**src/rtl/pipe_hazard_ctrl.sv**
```systemverilog
// Hazard/stall controller for the ID->EXE->MEM->WB vector pipeline.
// It selects the EXE operand forwarding sources and detects load-use hazards,
// which it resolves by holding IF/ID and inserting bubbles into ID/EXE.
// While data memory is busy it freezes the whole pipeline.
// It also counts stall cycles with a saturating counter.
module pipe_hazard_ctrl #(
  parameter int ADDR_W     = 3,
  parameter int LOAD_STALL = 2,
  parameter int CNT_W      = 16
) (
  input  logic              clk,
  input  logic              rst,
  input  logic              id_valid,
  input  logic [ADDR_W-1:0] id_vs1,
  input  logic [ADDR_W-1:0] id_vs2,
  input  logic              id_use_vs1,
  input  logic              id_use_vs2,
  input  logic [ADDR_W-1:0] id_ss1,
  input  logic              id_use_ss1,
  input  logic              ex_valid,
  input  logic [ADDR_W-1:0] ex_dest,
  input  logic              ex_wrv,
  input  logic              ex_wrs,
  input  logic              ex_load,
  input  logic              mem_valid,
  input  logic [ADDR_W-1:0] mem_dest,
  input  logic              mem_wrv,
  input  logic              mem_wrs,
  input  logic              mem_load,
  input  logic              wb_valid,
  input  logic [ADDR_W-1:0] wb_dest,
  input  logic              wb_wrv,
  input  logic              wb_wrs,
  input  logic              mem_busy,
  output logic              stall_if,
  output logic              bubble_ex,
  output logic              freeze_all,
  output logic [1:0]        fwd_vs1,
  output logic [1:0]        fwd_vs2,
  output logic [1:0]        fwd_ss1,
  output logic [1:0]        state,
  output logic [CNT_W-1:0]  stall_cnt
);

  typedef enum logic [1:0] {
    RUN     = 2'b00,
    LU      = 2'b01,
    MEMWAIT = 2'b10
  } state_t;

  // Count loaded on hazard detection; the detecting cycle is the first stall.
  localparam logic [1:0] LU_INIT = 2'(LOAD_STALL - 1);
  // Sources 0/1 are vector reads, source 2 is the scalar read.
  localparam logic [2:0] IS_VEC = 3'b011;

  state_t           state_reg, state_next;
  state_t           ret_reg, ret_next;
  state_t           eff_state;
  logic [1:0]       lu_cnt_reg, lu_cnt_next;
  logic [CNT_W-1:0] cnt_reg;

  logic [2:0][ADDR_W-1:0] src_addr;
  logic [2:0]             src_use;
  logic [2:0]             ex_hit;
  logic [2:0][1:0]        fwd_sel;
  logic                   hazard;
  logic                   stall_c, bubble_c, freeze_c;

  assign src_addr = {id_ss1, id_vs2, id_vs1};
  assign src_use  = {id_use_ss1, id_use_vs2, id_use_vs1};

  // Per-source match logic; the vector and scalar namespaces never alias.
  for (genvar gi = 0; gi < 3; gi++) begin : g_src
    logic ex_wr, mem_wr, wb_wr, mem_hit, wb_hit;
    assign ex_wr   = IS_VEC[gi] ? ex_wrv  : ex_wrs;
    assign mem_wr  = IS_VEC[gi] ? mem_wrv : mem_wrs;
    assign wb_wr   = IS_VEC[gi] ? wb_wrv  : wb_wrs;
    // Load data is not yet available in MEM, so it is never forwarded from there.
    assign mem_hit = mem_valid & mem_wr & ~mem_load & (mem_dest == src_addr[gi]);
    assign wb_hit  = wb_valid & wb_wr & (wb_dest == src_addr[gi]);
    assign ex_hit[gi]  = src_use[gi] & ex_wr & (ex_dest == src_addr[gi]);
    assign fwd_sel[gi] = mem_hit ? 2'b01 : (wb_hit ? 2'b10 : 2'b00);
  end

  assign hazard = id_valid & ex_valid & ex_load & (|ex_hit);

  // Next-state and Mealy stall outputs; MEMWAIT resumes as the saved state.
  always_comb begin
    state_next  = state_reg;
    ret_next    = ret_reg;
    lu_cnt_next = lu_cnt_reg;
    stall_c     = 1'b0;
    bubble_c    = 1'b0;
    freeze_c    = 1'b0;
    eff_state   = state_reg;
    if (state_reg == MEMWAIT && !mem_busy) begin
      eff_state = ret_reg;
    end
    case (eff_state)
      RUN: begin
        if (mem_busy) begin
          freeze_c   = 1'b1;
          ret_next   = RUN;
          state_next = MEMWAIT;
        end else if (hazard) begin
          stall_c     = 1'b1;
          bubble_c    = 1'b1;
          lu_cnt_next = LU_INIT;
          state_next  = (LOAD_STALL > 1) ? LU : RUN;
        end else begin
          state_next = RUN;
        end
      end
      LU: begin
        if (mem_busy) begin
          freeze_c   = 1'b1;
          ret_next   = LU;
          state_next = MEMWAIT;
        end else begin
          stall_c     = 1'b1;
          bubble_c    = 1'b1;
          lu_cnt_next = lu_cnt_reg - 2'd1;
          state_next  = (lu_cnt_reg == 2'd1) ? RUN : LU;
        end
      end
      MEMWAIT: begin
        freeze_c   = 1'b1;
        state_next = MEMWAIT;
      end
      default: begin
        state_next = RUN;
      end
    endcase
  end

  // State, return state, load-use counter and saturating stall counter.
  always_ff @(posedge clk) begin
    if (rst) begin
      state_reg  <= RUN;
      ret_reg    <= RUN;
      lu_cnt_reg <= 2'd0;
      cnt_reg    <= '0;
    end else begin
      state_reg  <= state_next;
      ret_reg    <= ret_next;
      lu_cnt_reg <= lu_cnt_next;
      if ((stall_c | freeze_c) && (cnt_reg != {CNT_W{1'b1}})) begin
        cnt_reg <= cnt_reg + 1'b1;
      end
    end
  end

  // Reset forces every output low regardless of the other inputs.
  assign stall_if   = rst ? 1'b0 : stall_c;
  assign bubble_ex  = rst ? 1'b0 : bubble_c;
  assign freeze_all = rst ? 1'b0 : freeze_c;
  assign fwd_vs1    = rst ? 2'b00 : fwd_sel[0];
  assign fwd_vs2    = rst ? 2'b00 : fwd_sel[1];
  assign fwd_ss1    = rst ? 2'b00 : fwd_sel[2];
  assign state      = rst ? 2'b00 : state_reg;
  assign stall_cnt  = rst ? '0 : cnt_reg;

endmodule

```
**config.mk**
```make
export PLATFORM = sky130hd
export DESIGN_NAME = pipe_hazard_ctrl
export DESIGN_NICKNAME = d
export VERILOG_FILES = /design/src/rtl/pipe_hazard_ctrl.sv
export SDC_FILE = /design/constraint.sdc
export NUM_CORES = 1
export LEC_CHECK = 0
export BUFFER_PORTS_ARGS = -buffer_cell sky130_fd_sc_hd__buf_2
export CAP_MARGIN = 25
export CORE_MARGIN = 5
export CORE_UTILIZATION = 52
export DETAILED_ROUTE_END_ITERATION = 7
export PLACE_DENSITY = 0.84
export SLEW_MARGIN = 10
export SYNTH_ARGS = -nofsm -noshare
export SYNTH_HDL_FRONTEND = slang
export SYNTH_SLANG_ARGS = --single-unit
export TNS_END_PERCENT = 10
```
**constraint.sdc**
```tcl
create_clock -name clk -period 3.2 [get_ports clk]
set_clock_uncertainty 0.15 [all_clocks]
set_input_delay 0 -clock clk [delete_from_list [all_inputs] [get_ports clk]]
set_output_delay 0 -clock clk [all_outputs]
set_load 0.01 [all_outputs]
```
==> impl_metrics.csv, run 1 <==
group,metric,value,unit
final_layout,finalInstanceArea,1890,µm²
power_and_ir_drop,power.internal,361,µW
final_layout,fillCellCount,269,
grt,antenna_found_initial,0,
cts,post_cts_resized,0,
power_and_ir_drop,p_comb_frac,0.212,
grt,first_global_vias,1455,
power_and_ir_drop,pwr-share-clk,0.253,
synth,syn_area,1540,µm²
power_and_ir_drop,power.switching,141,µW
synth,syn_nets,227,
final_layout,largest_reg_flops,16,
cts,cts_buffers,3,
worst_hold_path,min_path_type,"input pin to register",
power_and_ir_drop,power.leakage,0.887,nW
cts,clk_latency,0.31,ns
timing,fin_crit_sh,0.753,
routing,drc_errors,0,
synth,synth_cell_types,37,
timing,finalSetupViolations,0,
final_layout,syn_to_final_growth,22.9,%
timing,clock.fmax,415,MHz
floorplan,die_area,4150,µm²
status,status,"finished, final reports clean",
run,maxCapViolations,0,
grt,overflow,0,
worst_setup_path,path_cells,"and4_1 -> nand4_1 -> o32ai_1 -> or2_1 -> nor4_1 -> mux2_1",
timing,worst_slew_pin_slew,0.683,ns
synth,ys_top_cells_by_area,"dfxtp_1 27%, xor2_1 11%, nor2b_1 8.5%",
timing,period_needed,2.41,ns
cts,postCtsSetupBuffers,0,
grt,track_usage,0.182,
worst_setup_path,cp_top_family,"simple AND/OR/NAND/NOR gates",
cts,root_buffer,"clkbuf_4",
worst_setup_path,worst-path-buf-inv,0,
power_and_ir_drop,power.density,265,nW/µm²
routing,wl_per_cell,13.1,µm
floorplan,design.core.area,2810,µm²
routing,route.vias.total,1475,
synth,synth_ff_type,"dfxtp_1",
worst_setup_path,path_max_fanout,11,
routing,ant_nets,0,
place,routabilityCongestion,0.791,
place,place_area,1860,µm²
power_and_ir_drop,seqPwrFrac,0.535,
synth,ys_seq_area_frac,0.273,
power_and_ir_drop,total_power,502,µW
floorplan,chipHeight,64.4,µm
worst_setup_path,required,3.26,ns
floorplan,rows,19,
final_layout,drive_gt1_frac,0.304,
synth,synth_area_leader_cell,"dfxtp_1",
worst_setup_path,start_kind,"register",
floorplan,dieWidth,64.4,µm
synth,synth.avg_cell_area,8.16,µm²
final_layout,utilization,0.675,
final_layout,nets,289,
timing,rsz0062_at_grt,"false",
cts,cts.clk_slew.worst_paths,0.12,ns
cts,cts_tree,"built",
power_and_ir_drop,ir_worst_vdd,0.249,mV
synth,synth_most_common_cell,"nor2_1",
worst_setup_path,worstPathArrival,2.47,ns
routing,drtPass1Iterations,4,
synth,yosysTopAreaCellShare,0.273,
cts,cts_sinks,21,
worst_setup_path,max_stage_delay,0.44,ns
timing,tns,0,ns
routing,first_iter_violations,81,
routing,routed_wl,3.67,mm
final_layout,antenna_cells,0,
cts,clock_path_buffers,2,
worst_setup_path,critical_path_class,"register to register",
routing,vias_per_cell,5.25,
cts,hold_buffers,1,
grt,grt_first_pass_wirelength,6.21,mm
synth,synth_common_cells,"24 x nor2_1, 21 x dfxtp_1, 21 x nor2b_1",
timing,slew_viol_final,0,
worst_setup_path,worst_setup_path_end_kind,"register",
synth,syn_inst,189,
cts,h-tree-depth,1,
timing,slew_headroom,0.545,
synth,ys_ff_latch,21,
place,port_buffers,62,
synth,yosysWarnings,0,
place,dp_hpwl,3.03,mm
timing,hold_viol_final,0,
synth,async_reset_ff_frac,0,
power_and_ir_drop,swShare,0.280,
worst_setup_path,crit_slowest_cell,"dfxtp_1",
grt,grt_start_max_net_pins,44,
synth,synth_edf_count,0,
floorplan,start_util,0.550,
floorplan,ios,63,
-- worst paths after layout --
kind                 start       endpoint  slack [ns]  cells after the start
max             cnt_reg[3]    cnt_reg[15]        0.79                      6
min               ex_valid   state_reg[0]        0.04                      4
max reg2reg     cnt_reg[3]    cnt_reg[15]        0.79                      6
min reg2reg  lu_cnt_reg[1]  lu_cnt_reg[1]        0.31                      2
-- layer usage --
layer,vias to the layer above,wire (µm),GRT usage
li1,780,-,-
met1,657,1590,0.216
met2,32,1870,0.330
met3,6,179,0.0449
met4,0,41,0.0449
met5,-,0,0
-- power by group through the flow --
stage	registers (mW)	logic [mW]	clock network (mW)
3_3_place_gp	0.275	0.102	0
5_1_grt	0.270	0.119	0.149
3_5_place_dp	0.274	0.105	0
4_1_cts	0.269	0.107	0.132
6_report	0.268	0.106	0.127
2_1_floorplan	0.274	0.0602	0
-- cells by family after synthesis --
logic type / count (synthesis) / synth area share
flip-flops: 21 / 0.273
adder cells (fa/ha/maj): 2 / 0.0162
multiplexers: 12 / 0.0860
buffers and inverters: 9 / 0.0292
AND/OR/NAND/NOR: 98 / 0.350
AO/OA/AOI/OAI: 16 / 0.0698
XOR/XNOR: 31 / 0.176
-- metrics by stage --
stage                     cells  setup slack (ns)  hold slack [ns]
after detailed placement    276             0.806            0.145
after global placement      276             0.866            0.145
after CTS                   281             0.801           0.0357
after floorplan             189              1.07          -0.0988
final                       281             0.791           0.0411
after global routing        281             0.649           0.0427
-- area by class of cell --
class                      count  area [µm²]  area share
clock buffer                   3        22.5      0.0119
clock inverter                 1        5.00     0.00264
inverter                       3        11.3     0.00594
multi-input combinational    159        1080       0.568
sequential                    21         420       0.222
tap                           31        38.8      0.0205
timing repair buffer          63         320       0.169
-- worst min-delay path, delay by kind of cell --
| family | cells | cell delay (ns) |
|---|---|---|
| AOI/OAI and AO/OA | 2 | 0.28 |
| buffers and inverters | 1 | 0.10 |
| and+or+nand+nor | 1 | 0.07 |
-- placed cells by master (no fill, tap or decap), drive strengths merged, types with 2 or more instances in the layout --
cell    count
a211oi      4
a21oi       3
and2        2
and3        4
and3b       2
and4        2
buf        62
clkbuf      3
dfxtp      21
ha          2
inv         3
mux2       10
mux2i       2
nand2      12
nand3       6
nand4       6
nor2       24
nor2b      21
nor3        6
nor3b       2
nor4        3
o21a        3
o21ai       2
or4         4
xnor2      11
xor2       20
Power figures use the tool's default switching activity.
==> run 2, diff against run 1 <==
Settings changed: CORE_UTILIZATION 52 to 43, PLACE_DENSITY 0.84 to 0.74.
Clock period 3.2 ns to 1.9 ns, I/O delays scaled along.
==> run 2 against run 1 <==
Against the previous run: the flow now finishes with violations (negative setup slack); critical path depth unchanged; worst setup slack worse by 0.98 ns; sequential cell count unchanged; die area up 18%; wire length up 37%; register-to-register slack worse by 0.98 ns; critical path type unchanged; highest routed layer unchanged.
==> impl_metrics.csv, run 2 (synthesis results as in run 1) <==
group,metric,value,unit
routing,routed_wl,5.02,mm
timing,clock.fmax,478,MHz
routing,drtPass1Iterations,4,
final_layout,syn_to_final_growth,58.1,%
routing,route.vias.total,1723,
final_layout,largest_reg_flops,16,
grt,grt_first_pass_wirelength,7.47,mm
timing,period_needed,2.09,ns
cts,cts_sinks,21,
final_layout,final_common_cell,"buf_2",
place,dp_slack,-0.430,ns
cts,cts_tree,"built",
cts,h-tree-depth,1,
floorplan,die_area,4880,µm²
run,maxCapViolations,0,
worst_setup_path,worstPathArrival,2.15,ns
worst_setup_path,path_max_fanout,5,
floorplan,dieWidth,69.9,µm
worst_setup_path,max_stage_delay,0.38,ns
power_and_ir_drop,power.density,378,nW/µm²
place,port_buffers,62,
floorplan,design.core.area,3420,µm²
grt,grt_start_max_net_pins,35,
worst_hold_path,min_path_type,"input pin to register",
final_layout,final_cell_mix,"62 x buf_2, 39 x buf_4, 22 x nor2_1, 21 x nor2b_1, 20 x xor2_1",
floorplan,ios,63,
cts,root_buffer,"clkbuf_4",
timing,rsz0062_at_grt,"true",
worst_setup_path,path_cells,"a211oi_2 -> and4_4 -> o32ai_4 -> or2_4 -> nor4_4 -> mux2_4",
status,status,"finished, violations left",
worst_hold_path,min-delay-start,"rst",
cts,cts_buffers,3,
grt,first_global_vias,1705,
timing,slew_headroom,0.594,
grt,antenna_found_initial,0,
routing,vias_per_cell,5.08,
final_layout,utilization,0.714,
grt,overflow,0,
final_layout,fillCellCount,263,
worst_setup_path,r2r-start,"state_reg[1]",
timing,finalSetupViolations,12,
routing,ant_nets,0,
worst_setup_path,worst_setup_path_end_kind,"register",
final_layout,final-seq-area,430,µm²
worst_setup_path,critical_path_class,"register to register",
power_and_ir_drop,power.leakage,1.21,nW
worst_setup_path,crit_start,"state_reg[1]",
worst_setup_path,worst-path-buf-inv,0,
place,routabilityCongestion,0.830,
timing,setup_slack,-0.191,ns
worst_setup_path,crit_slowest_cell,"dfxtp_4",
routing,drc_errors,0,
timing,hold_viol_final,0,
worst_setup_path,required,1.96,ns
final_layout,antenna_cells,0,
timing,fin_crit_sh,1.10,
status,violations,"negative setup slack",
timing,worst_slew_pin_slew,0.609,ns
floorplan,rows,21,
floorplan,chipHeight,69.9,µm
routing,wl_per_cell,14.8,µm
floorplan,start_util,0.451,
worst_setup_path,start_kind,"register",
routing,first_iter_violations,36,
timing,slew_viol_final,0,
power_and_ir_drop,ir_worst_vdd,0.501,mV
cts,cts.clk_slew.worst_paths,0.12,ns
cts,clk_latency,0.31,ns
final_layout,nets,332,
power_and_ir_drop,total_power,920,µW
grt,track_usage,0.183,
final_layout,drive_gt1_frac,0.502,
final_layout,multi_input_area,1260,µm²
place,dp_hpwl,3.57,mm
worst_setup_path,cp_top_family,"simple AND/OR/NAND/NOR gates",
cts,clock_path_buffers,2,
run 2: changes by cell type in the layout (fill, tap and decap cells not counted), sizes merged:
cell	delta
or2	+1
buf	+42
run 2: final timing paths:
path              endpoint  slack, ns  depth (start not counted)
min             cnt_reg[3]       0.03                          2
min reg2reg  lu_cnt_reg[1]       0.34                          2
max            cnt_reg[15]      -0.19                          6
max reg2reg    cnt_reg[15]      -0.19                          6
run 2: worst register-to-register path, stage by stage, from the launching register on:
cell      delay [ns]
dfxtp_4         0.38
a211oi_2        0.25
and4_4          0.29
o32ai_4         0.10
or2_4           0.31
nor4_4          0.19
mux2_4          0.33
run 2: final cells by class:
type,count,area share
Multi-Input combinational cell,160,0.518
Timing Repair Buffer,105,0.265
Sequential cell,21,0.177
Tap cell,46,0.0236
Clock buffer,3,0.00924
Inverter,3,0.00462
Clock inverter,1,0.00205
run 2: where the power goes:
group          total (mW)  switching [mW]  internal [mW]  leakage, nW
combinational       0.250           0.127          0.124         1.02
clock               0.220           0.142         0.0786       0.0177
sequential          0.450         0.00433          0.445        0.173
total               0.920           0.273          0.648         1.21
run 2: repair_timing:
action                                  CTS  global route
pin swaps                                16             9
cloned                                    1             0
hold buffers                              1             0
endpoints found under the hold margin     1             0
endpoints found under the setup margin   16            18
resized for setup                        25            20
setup buffers                             2             5
run 2: routing by layer:
metal | up-vias | global-route usage | part of all wire
met5 | - | 0 | 0
met2 | 39 | 0.327 | 0.53
li1 | 867 | - | -
met4 | 0 | 0.0511 | 0.016
met1 | 809 | 0.219 | 0.42
met3 | 8 | 0.0402 | 0.039
run 2: stage by stage:
stage	hold slack (ns)	cells	TNS (ns)	area (µm²)
3_3_place_gp	0.191	326	-3.57	2150
5_1_grt	0.0431	339	-2.85	2440
2_1_floorplan	-0.0988	189	-1.12	1550
4_1_cts	0.0179	334	-0.973	2330
3_5_place_dp	0.187	326	-4.10	2150
6_report	0.0332	339	-1.66	2440
